File: config.mk
export PLATFORM = sky130hd
export DESIGN_NAME = mem_replay_engine
export DESIGN_NICKNAME = d
export VERILOG_FILES = /design/src/rtl/mem_replay_engine.sv
export SDC_FILE = /design/constraint.sdc
export NUM_CORES = 1
export LEC_CHECK = 0
export CAP_MARGIN = 15
export CORE_UTILIZATION = 40
export DETAILED_ROUTE_END_ITERATION = 6
export PLACE_DENSITY = 0.81
export SETUP_SLACK_MARGIN = 0.15
export SKIP_LAST_GASP = 1
export SYNTH_ARGS = -nofsm -noshare
export SYNTH_HDL_FRONTEND = slang
export SYNTH_SLANG_ARGS = --single-unit
File: constraint.sdc
create_clock -name clk -period 3.63 [get_ports clk]
set_input_delay 0.726 -clock clk [delete_from_list [all_inputs] [get_ports clk]]
set_output_delay 0.726 -clock clk [all_outputs]
set_load 0.02 [all_outputs]
File: src/rtl/mem_replay_engine.sv
// Memory-to-FIFO replay engine: replays an address window for N passes (or until
// stopped), tracking in-flight reads with credits so that returned words are never dropped.
module mem_replay_engine #(
   parameter int FIFO_DATA_WIDTH    = 120,
   parameter int MEM_ADDR_WIDTH     = 19,
   parameter int MEM_DATA_WIDTH     = 144,
   parameter int REPLAY_COUNT_WIDTH = 32,
   parameter int MAX_OUTSTANDING    = 8
) (
   input  logic                          clk,
   input  logic                          rst,
   input  logic                          sw_rst,
   input  logic                          cal_done,
   input  logic                          start,
   input  logic                          stop,
   input  logic                          loop_forever,
   input  logic [REPLAY_COUNT_WIDTH-1:0] replay_count_cfg,
   input  logic [MEM_ADDR_WIDTH-1:0]     addr_low,
   input  logic [MEM_ADDR_WIDTH-1:0]     addr_high,
   output logic                          app_rd_cmd,
   output logic [MEM_ADDR_WIDTH-1:0]     app_rd_addr,
   input  logic                          app_rd_rdy,
   input  logic [MEM_DATA_WIDTH-1:0]     app_rd_data,
   input  logic                          app_rd_valid,
   output logic                          fifo_wr_en,
   output logic [FIFO_DATA_WIDTH-1:0]    fifo_data,
   input  logic                          fifo_nearly_full,
   output logic                          busy,
   output logic                          done,
   output logic                          cfg_err,
   output logic                          rsp_err,
   output logic [REPLAY_COUNT_WIDTH-1:0] passes_done,
   output logic [31:0]                   words_sent
);

   localparam int OW = $clog2(MAX_OUTSTANDING + 1);

   typedef enum logic [1:0] {IDLE, RUN, DRAIN, DONE} state_t;

   state_t                          state, state_nx;
   logic [MEM_ADDR_WIDTH-1:0]       addr, lo, hi;
   logic [REPLAY_COUNT_WIDTH-1:0]   count;
   logic                            loop_q;
   logic [OW-1:0]                   outst;
   logic                            stop_pend;
   logic                            held;
   logic                            srst;
   logic                            stop_now;
   logic                            issue_ok;
   logic                            accept;
   logic                            wrap;
   logic                            last_pass;
   logic                            expected;
   logic                            cfg_bad;
   logic                            start_ok;
   logic                            unused_data;

   assign srst        = rst | sw_rst;
   assign unused_data = ^app_rd_data;

   always_comb begin
      // A stop arriving this cycle already blocks a fresh command from rising.
      stop_now   = stop_pend || (stop && state == RUN);
      issue_ok   = cal_done && !fifo_nearly_full && (outst < OW'(MAX_OUTSTANDING)) && !stop_now;
      app_rd_cmd = (state == RUN) && (held || issue_ok);
      accept     = app_rd_cmd && app_rd_rdy;
      wrap       = (addr == hi);
      last_pass  = wrap && !loop_q && ((passes_done + REPLAY_COUNT_WIDTH'(1)) == count);
      expected   = app_rd_valid && (outst != '0);
      cfg_bad    = (addr_low > addr_high) || ((replay_count_cfg == '0) && !loop_forever);
      start_ok   = start && (state == IDLE || state == DONE);
      busy       = (state == RUN) || (state == DRAIN);
      done       = (state == DONE);
      app_rd_addr = addr;
   end

   always_comb begin
      state_nx = state;
      case (state)
         IDLE, DONE: begin
            if (start) state_nx = cfg_bad ? DONE : RUN;
         end
         RUN: begin
            if ((accept && (last_pass || stop_now)) || (stop_now && !held)) state_nx = DRAIN;
         end
         DRAIN: begin
            if ((outst == '0) || ((outst == OW'(1)) && expected)) state_nx = DONE;
         end
         default: state_nx = IDLE;
      endcase
   end

   always_ff @(posedge clk) begin
      if (srst) begin
         state       <= IDLE;
         addr        <= '0;
         lo          <= '0;
         hi          <= '0;
         count       <= '0;
         loop_q      <= 1'b0;
         outst       <= '0;
         stop_pend   <= 1'b0;
         held        <= 1'b0;
         fifo_wr_en  <= 1'b0;
         fifo_data   <= '0;
         cfg_err     <= 1'b0;
         rsp_err     <= 1'b0;
         passes_done <= '0;
         words_sent  <= '0;
      end else begin
         state      <= state_nx;
         held       <= app_rd_cmd && !app_rd_rdy;
         fifo_wr_en <= expected;
         fifo_data  <= expected ? app_rd_data[FIFO_DATA_WIDTH-1:0] : '0;
         words_sent <= words_sent + 32'(expected);

         case ({accept, expected})
            2'b10:   outst <= outst + OW'(1);
            2'b01:   outst <= outst - OW'(1);
            default: outst <= outst;
         endcase

         if (app_rd_valid && outst == '0) rsp_err <= 1'b1;
         if (stop && state == RUN) stop_pend <= 1'b1;

         if (accept) begin
            if (wrap) begin
               addr        <= lo;
               passes_done <= passes_done + REPLAY_COUNT_WIDTH'(1);
            end else begin
               addr <= addr + MEM_ADDR_WIDTH'(1);
            end
         end

         if (start_ok) begin
            lo          <= addr_low;
            hi          <= addr_high;
            count       <= replay_count_cfg;
            loop_q      <= loop_forever;
            addr        <= addr_low;
            stop_pend   <= 1'b0;
            passes_done <= '0;
            words_sent  <= '0;
            rsp_err     <= 1'b0;
            cfg_err     <= cfg_bad;
         end
      end
   end

endmodule

==> results.md <==
- First-pass GRT wire length: 58.9 mm
- Placed cells: 2125
- Met2 WL: 18.4 mm
- I/O pins: 433
- Initial antenna violation count: 5
- Routability congestion estimate: 0.937
- Worst-Margin Slew: 0.948 ns
- Share of post-route cells with drive strength above 1: 0.0460
- Status: finished, final reports clean
- Clk Latency, worst-skew pair: 0.57 ns
- CP cell instances: ha_1, nand3_1, or4_4, nor4b_4, xnor2_1, or4_1, nor4_1, a21oi_1, mux2i_1
- Synth Cell Area: 12000 sq um
- Antenna-violating nets left: 0
- Vias: 11472
- Largest net degree at the start of global routing: 122
- Worst EP required: 4.06 ns
- Hold Path Cell Cnt: 2
- WL/cell: 17.7 microns
- Ranking of synthesized cells by area: dfxtp_1, and3_1, nand2_1, xnor2_1, a21oi_1
- Synth unique cells: 60
- Synth warn: 0
- CTS Buf Count: 30
- Uppermost layer routed: met5
- Cells after Synth: 1390
- Register bit count reported by yosys: 285
- CTS resizes: 0
- WL met3: 2.89 mm
- M1 WL: 16.2 mm
- Starting density of the core: 0.406
- Main synth FF type: dfxtp_1
- Synth area leader: dfxtp_1
- Setup bufs post-CTS: 0
- Fmax achieved: 0.318 GHz
- Final Hold Viols: 0
- CTS tree: done
- Aggregate routed wire length: 38.5 mm
- Post-synth top area share: 0.474
- CP Max Fanout: 7
- Crit path capture type: flip-flop
- RSZ-0062 raised after global routing: no
- Final Cycle Share: 0.866
- Fin crit period: 3.15 ns
- Die Area: 30800 sq um
- Clock Path Buffers: 3
- IO buf count: 408
- Num rows: 63
- Finished Layout Cells: 2178
- DPL Wire Length: 28.4 mm
- # fillers: 2583
- CP Launch Type: flip-flop
- Fin Setup TNS: 0 ns
- Mean area per synthesized cell: 8.66 sq um
- Clk slew on worst S/H paths: 0.06 ns
- DRC viols: 0
- Post-synth EDFFs: 0
- Vias per inst: 5.27
- Relative slew slack: 0.368
- All-Layer GR Usage: 0.240
- CP top delay family: simple AND/OR/NAND/NOR gates
- CP Buf/Inv Count: 0
- CORE AREA: 29600 sq um
- Final core occ: 0.591
- Fraction of synthesis flops using an asynchronous set or reset pin: 0
- Worst path max stage delay: 0.55 ns
- Vias in the first global route: 10840
- Lkg Pwr: 0.00687 uW
- Worst hold slack: 0.455 ns
- Type of the worst min-delay path: reg -> reg
- Max Clock Skew: 0.0293 ns
- Most frequent cells in the layout: clkdlybuf4s50_1, dfxtp_1, nand2_1
- WS Path Type: reg -> reg
- Final net count: 2022
- Die X: 175 microns
- Router iterations before antenna repair: 6
- Max VDD drop: 0.400 mV
- Seq/Total Area, Yosys: 0.474
- DR iter-0 viols: 922
- WP data arrival: 3.58 ns
- Clock sinks: 285
- Final slew viol count: 0
- Pwr dens: 404 nW/um^2
- Overall Power: 7080 uW
- Post-CTS Hold Buffers: 0
- Grt ovf: 0
- Critical Path Slowest Stage Cell: or4_4
- Max cap viols: 0
- Setup-failing EPs final: 0
- Most common cell after layout, fill and taps aside: clkdlybuf4s50_1
- Mapped Nets: 1645
- Die height: 175 microns
- Area Overhead vs Synth: 45.6%
- Depth of the CTS H-tree: 1
- Critical path depth: 9
- Root buffer selected by CTS: clkbuf_16
- Cells on worst reg2reg path: 9
## logic make-up (layout without fill, tap and decap cells)
| family | Yosys count | count (layout) | synth area share |
|---|---|---|---|
| AO/OA/AOI/OAI | 214 | 214 | 0.105 |
| buffers and inverters | 122 | 516 | 0.0387 |
| other | 0 | 4 | 0 |
| AND/OR/NAND/NOR | 608 | 608 | 0.254 |
| flip-flops | 285 | 285 | 0.474 |
| XOR/XNOR | 119 | 119 | 0.0866 |
| multiplexers | 11 | 11 | 0.00936 |
| adder cells (fa/ha/maj) | 31 | 31 | 0.0322 |
## flip-flops by register name, indices dropped and copies added, names as in the netlist
signal and cells:
rsp_err 1, fifo_wr_en 1, words_sent 32, held 1
fifo_data 120, lo 19, hi 19, state 2
loop_q 1, outst 4, passes_done 32, cfg_err 1
stop_pend 1, app_rd_addr 19, count 32
## worst paths after layout
path | from | end | slack, ns
max | passes_done[1]$_SDFFE_PP0P_ | state[1]$_SDFFE_PP0P_ | 0.48
min | lo[0]$_SDFFE_PP0P_ | lo[0]$_SDFFE_PP0P_ | 0.45
max reg2reg | passes_done[1]$_SDFFE_PP0P_ | state[1]$_SDFFE_PP0P_ | 0.48
min reg2reg | lo[0]$_SDFFE_PP0P_ | lo[0]$_SDFFE_PP0P_ | 0.45
## area by class of cell
class	instances	area, sq um	share of cell area
multi-input combinational	983	5890	0.336
sequential	285	5710	0.326
timing repair buffer	431	4290	0.245
clock buffer	43	871	0.0497
tap	390	488	0.0278
inverter	36	135	0.00771
clock inverter	6	130	0.00743
antenna	4	10.0	0.000571
## tightest hold or removal path: cells and delay by family, from the launching register on
family | cells | cell delay [ns]
compound gates | 1 | 0.05
flops | 1 | 0.31
simple gates | 1 | 0.05
## synthesized netlist by cell type (31+ instances only)
cell type / instances
a21oi_1: 115
nor2_1: 114
xnor2_1: 70
ha_1: 31
inv_1: 35
nand2_1: 199
o21ai_0: 33
dfxtp_1: 285
xor2_1: 49
clkbuf_1: 72
nand3_1: 32
and3_1: 141
nand4_1: 34
## power breakdown
part           switching (uW)  internal [uW]  leakage [uW]
clock network            1240           1920      0.000491
logic                     357            350       0.00408
registers                41.6           3170       0.00230
## per-stage QoR
stage,setup slack (ns),cell area (sq um)
after detailed placement,0.332,16500
after global placement,0.379,16500
after CTS,0.469,17500
after global routing,0.353,17500
final,0.485,17500
after floorplan,0.326,12000
## per-layer routing
metal / vias up / GRT usage
met1: 5374 / 0.305
met2: 485 / 0.410
li1: 5538 / -
met3: 73 / 0.0509
met4: 2 / 0.0688
met5: - / 0
Power figures use the tool's default switching activity.
==> variant, RTL diff (same flow settings) <==
Take the reset off `fifo_data` and load it in a clocked block of its own.
--- a/src/rtl/mem_replay_engine.sv
+++ b/src/rtl/mem_replay_engine.sv
@@ -103,5 +103,4 @@
          held        <= 1'b0;
          fifo_wr_en  <= 1'b0;
-         fifo_data   <= '0;
          cfg_err     <= 1'b0;
          rsp_err     <= 1'b0;
@@ -112,5 +111,4 @@
          held       <= app_rd_cmd && !app_rd_rdy;
          fifo_wr_en <= expected;
-         fifo_data  <= expected ? app_rd_data[FIFO_DATA_WIDTH-1:0] : '0;
          words_sent <= words_sent + 32'(expected);
 
@@ -148,4 +146,8 @@
    end
 
+   always_ff @(posedge clk) begin
+      fifo_data <= expected ? app_rd_data[FIFO_DATA_WIDTH-1:0] : '0;
+   end
+
 endmodule
 
Check against the original RTL: not equivalent (Yosys sat finds a counterexample within 4 cycles, from zero or initial values; the reset may be asserted at any time).
==> variant against the original RTL <==
  * First-iteration DRC count fell by 6.0%
  * Final cell count barely moved
  * Hold slack got worse by 0.0055 ns
  * Critical path depth did not move
  * Power rose by 1.4%
  * Area after synthesis fell by 0.29%
  * Setup slack got worse by 0.061 ns
  * Non-clock buffer count rose by 4
  * Sequential cell count did not move
  * Wire length fell by 0.76%
  * Design area rose by 0.26%
  * Largest cell class unchanged
  * Largest power group is now the clock network
  * Highest routed layer is now met4
==> variant: results (changes against the original RTL) <==
| Metric | Value |
|---|---|
| CTS buffer count | `31 (+3.3%)` |
| Unique cell type count in the Yosys netlist | `61 (+1.7%)` |
| Arrival @ worst endpoint | `3.66 ns (+0.08 ns)` |
| RePlAce Congestion | `0.938 (about the same)` |
| Cts repair resizes | `0 (unchanged)` |
| Leak pwr | `6.45 nW (-6.1%)` |
| Crit path from | `passes_done[8]$_SDFFE_PP0P_` |
| GRT Overall Usage | `24.0% (-0.025 points)` |
| Synth top area cells | `dfxtp_1 48%, and2_1 6.5%, nand2_1 6.1%, a21oi_1 5.4%, xnor2_1 5.4%` |
| Clk pin slew, worst setup/hold paths | `0.06 ns (about the same)` |
| Multiplexer share of the synthesized area | `1.02% (+0.086 points)` |
| Slowest-stage cell, CP | `nor4_4` |
| Max reg flops | `120 (unchanged)` |
| Critical R2R Launch | `passes_done[8]$_SDFFE_PP0P_` |
| Pin count of the biggest net entering global routing | `122 (unchanged)` |
| Hold path startpoint | `lo[9]$_SDFFE_PP0P_` |
| Fraction of the yosys area taken by sequential cells | `47.5% (+0.14 points)` |
| Port Buffers | `408 (unchanged)` |
| Top delay family on crit path | `simple AND/OR/NAND/NOR gates` |
| Fillers | `2484 (-3.8%)` |
| Initial antenna violation count | `1 (-4)` |
| Adder-Cell Fraction of Synth Area | `3.23% (+0.0094 points)` |
| Routed vias | `11300 (-1.1%)` |
| Hold_buf cts | `0 (unchanged)` |
| CTS H-tree depth | `1 (unchanged)` |
| Root Buffer | `clkbuf_16` |
| Worst min path class | `flip-flop to flip-flop` |
| Drt wl/cell | `17.5 um (-0.85%)` |
| CP max FO | `10 (+3)` |
| Syn_nets | `1632 (-0.79%)` |
| Outcome | `complete, no violations` |
| Post-synth top cells | `285 x dfxtp_1, 195 x nand2_1, 130 x a21oi_1, 125 x and2_1, 106 x nor2_1` |
| XOR/XNOR Fraction of Synth Area | `8.47% (-0.19 points)` |
| Ys async rst share | `0% (unchanged)` |
| Global-route wire length before repair | `58.4 mm (-0.86%)` |
| Post-CTS Setup Inserts | `0 (unchanged)` |
| DRT Pass-1 Iters | `5 (-1)` |
| Relative slew margins | `37.3% (+0.51 points)` |
| Layout cell share with drive strength beyond 1 | `5.42% (+0.83 points)` |
| Clock Path Buffers | `3 (unchanged)` |
| Post-DP HPWL | `28.7 mm (+1.1%)` |
| First DRT Iteration DRCs | `867 (-6.0%)` |
| Fin. Hold Viols | `0 (unchanged)` |
| Nets | `2022 (unchanged)` |
| Slowest stage delay, CP | `~0.54 ns` |
| Peak VDD IR | `0.392 mV (-1.9%)` |
| Total of warnings raised by yosys | `0 (unchanged)` |
| Compound-gate portion of the synthesized area | `10.7% (+0.19 points)` |
| Clock skew | `0.0158 ns (-0.0135 ns)` |
| Ys flop type | `dfxtp_1` |
| Biggest register | `fifo_data` |
| Worst-Skew Late Latency | `0.57 ns (about the same)` |
## variant: changes by cell type in the layout (fill, tap and decap cells not counted), moves of 6 or more
| cell | before | now |
|---|---|---|
| nor3_1 | 14 | 21 |
| o221ai_1 | 6 | 12 |
| xor2_1 | 49 | 42 |
| nor2_1 | 113 | 106 |
| and2_1 | 8 | 124 |
| a21oi_1 | 115 | 130 |
| nand3_1 | 32 | 40 |
| and3_1 | 141 | 16 |
| o21ai_0 | 33 | 23 |
## variant: metrics by stage
step                      total power [W]  hold WS, ns  cell area, um2  std cells  setup WS, ns
final                             0.00718        0.449           17600       2180         0.424
after global routing              0.00743        0.473           17600       2180         0.260
after CTS                         0.00724        0.452           17600       2179         0.414
after detailed placement          0.00400        0.443           16500       2124         0.286
after global placement            0.00398        0.439           16500       2124         0.345
after floorplan                   0.00361        0.432           12000       1377         0.297
## variant: metal layers
metal	part of all wire [%]	wire length [um]	global-route usage (%)	vias up
met5	0	0	0	-
met2	50	19000	41.8	513
met1	39	15000	29.3	5311
met4	3.0	1150	8.15	0
li1	-	-	-	5430
met3	8.1	3110	4.96	89
## variant: worst paths after layout
path	endpoint	slack [ns]	cells past startpoint
worst min register to register	lo[9]$_SDFFE_PP0P_	0.45	2
worst max register to register	state[0]$_SDFFE_PP0P_	0.42	9
worst min-delay path	lo[9]$_SDFFE_PP0P_	0.45	2
worst max-delay path	state[0]$_SDFFE_PP0P_	0.42	9
## variant: cells by family (layout without fill, tap and decap cells)
group / count (synthesis) / count (layout)
AOI/OAI and AO/OA: 218 / 218
xor gates and xnor gates: 116 / 116
adders and majority gates: 31 / 31
buffers and inverters: 115 / 527
DFF: 285 / 285
muxes: 12 / 12
other: 0 / 1
and+or+nand+nor: 600 / 600
## variant: power by group
| group | leakage, nW | total [W] | internal, W | switching, W |
|---|---|---|---|---|
| sequential | 2.30 | 0.00322 | 0.00318 | 0.0000421 |
| clock | 0.508 | 0.00323 | 0.00196 | 0.00128 |
| combinational | 3.64 | 0.000728 | 0.000364 | 0.000364 |
| total | 6.45 | 0.00718 | 0.00550 | 0.00168 |
## variant: cell type report
cell class | instances | area, um2 | area share, %
clock buffer | 45 | 918 | 5.23
sequential | 285 | 5710 | 32.5
inverter | 37 | 139 | 0.791
timing repair buffer | 435 | 4310 | 24.5
antenna | 1 | 2.50 | 0.0142
clock inverter | 10 | 143 | 0.812
multi-input combinational | 977 | 5860 | 33.4
tap | 390 | 488 | 2.78
## variant: worst min-delay path, delay by kind of cell, from the launching register on
family,cells,cell delay [ns]
AOI/OAI and AO/OA,1,0.05
DFF,1,0.30
and+or+nand+nor,1,0.05
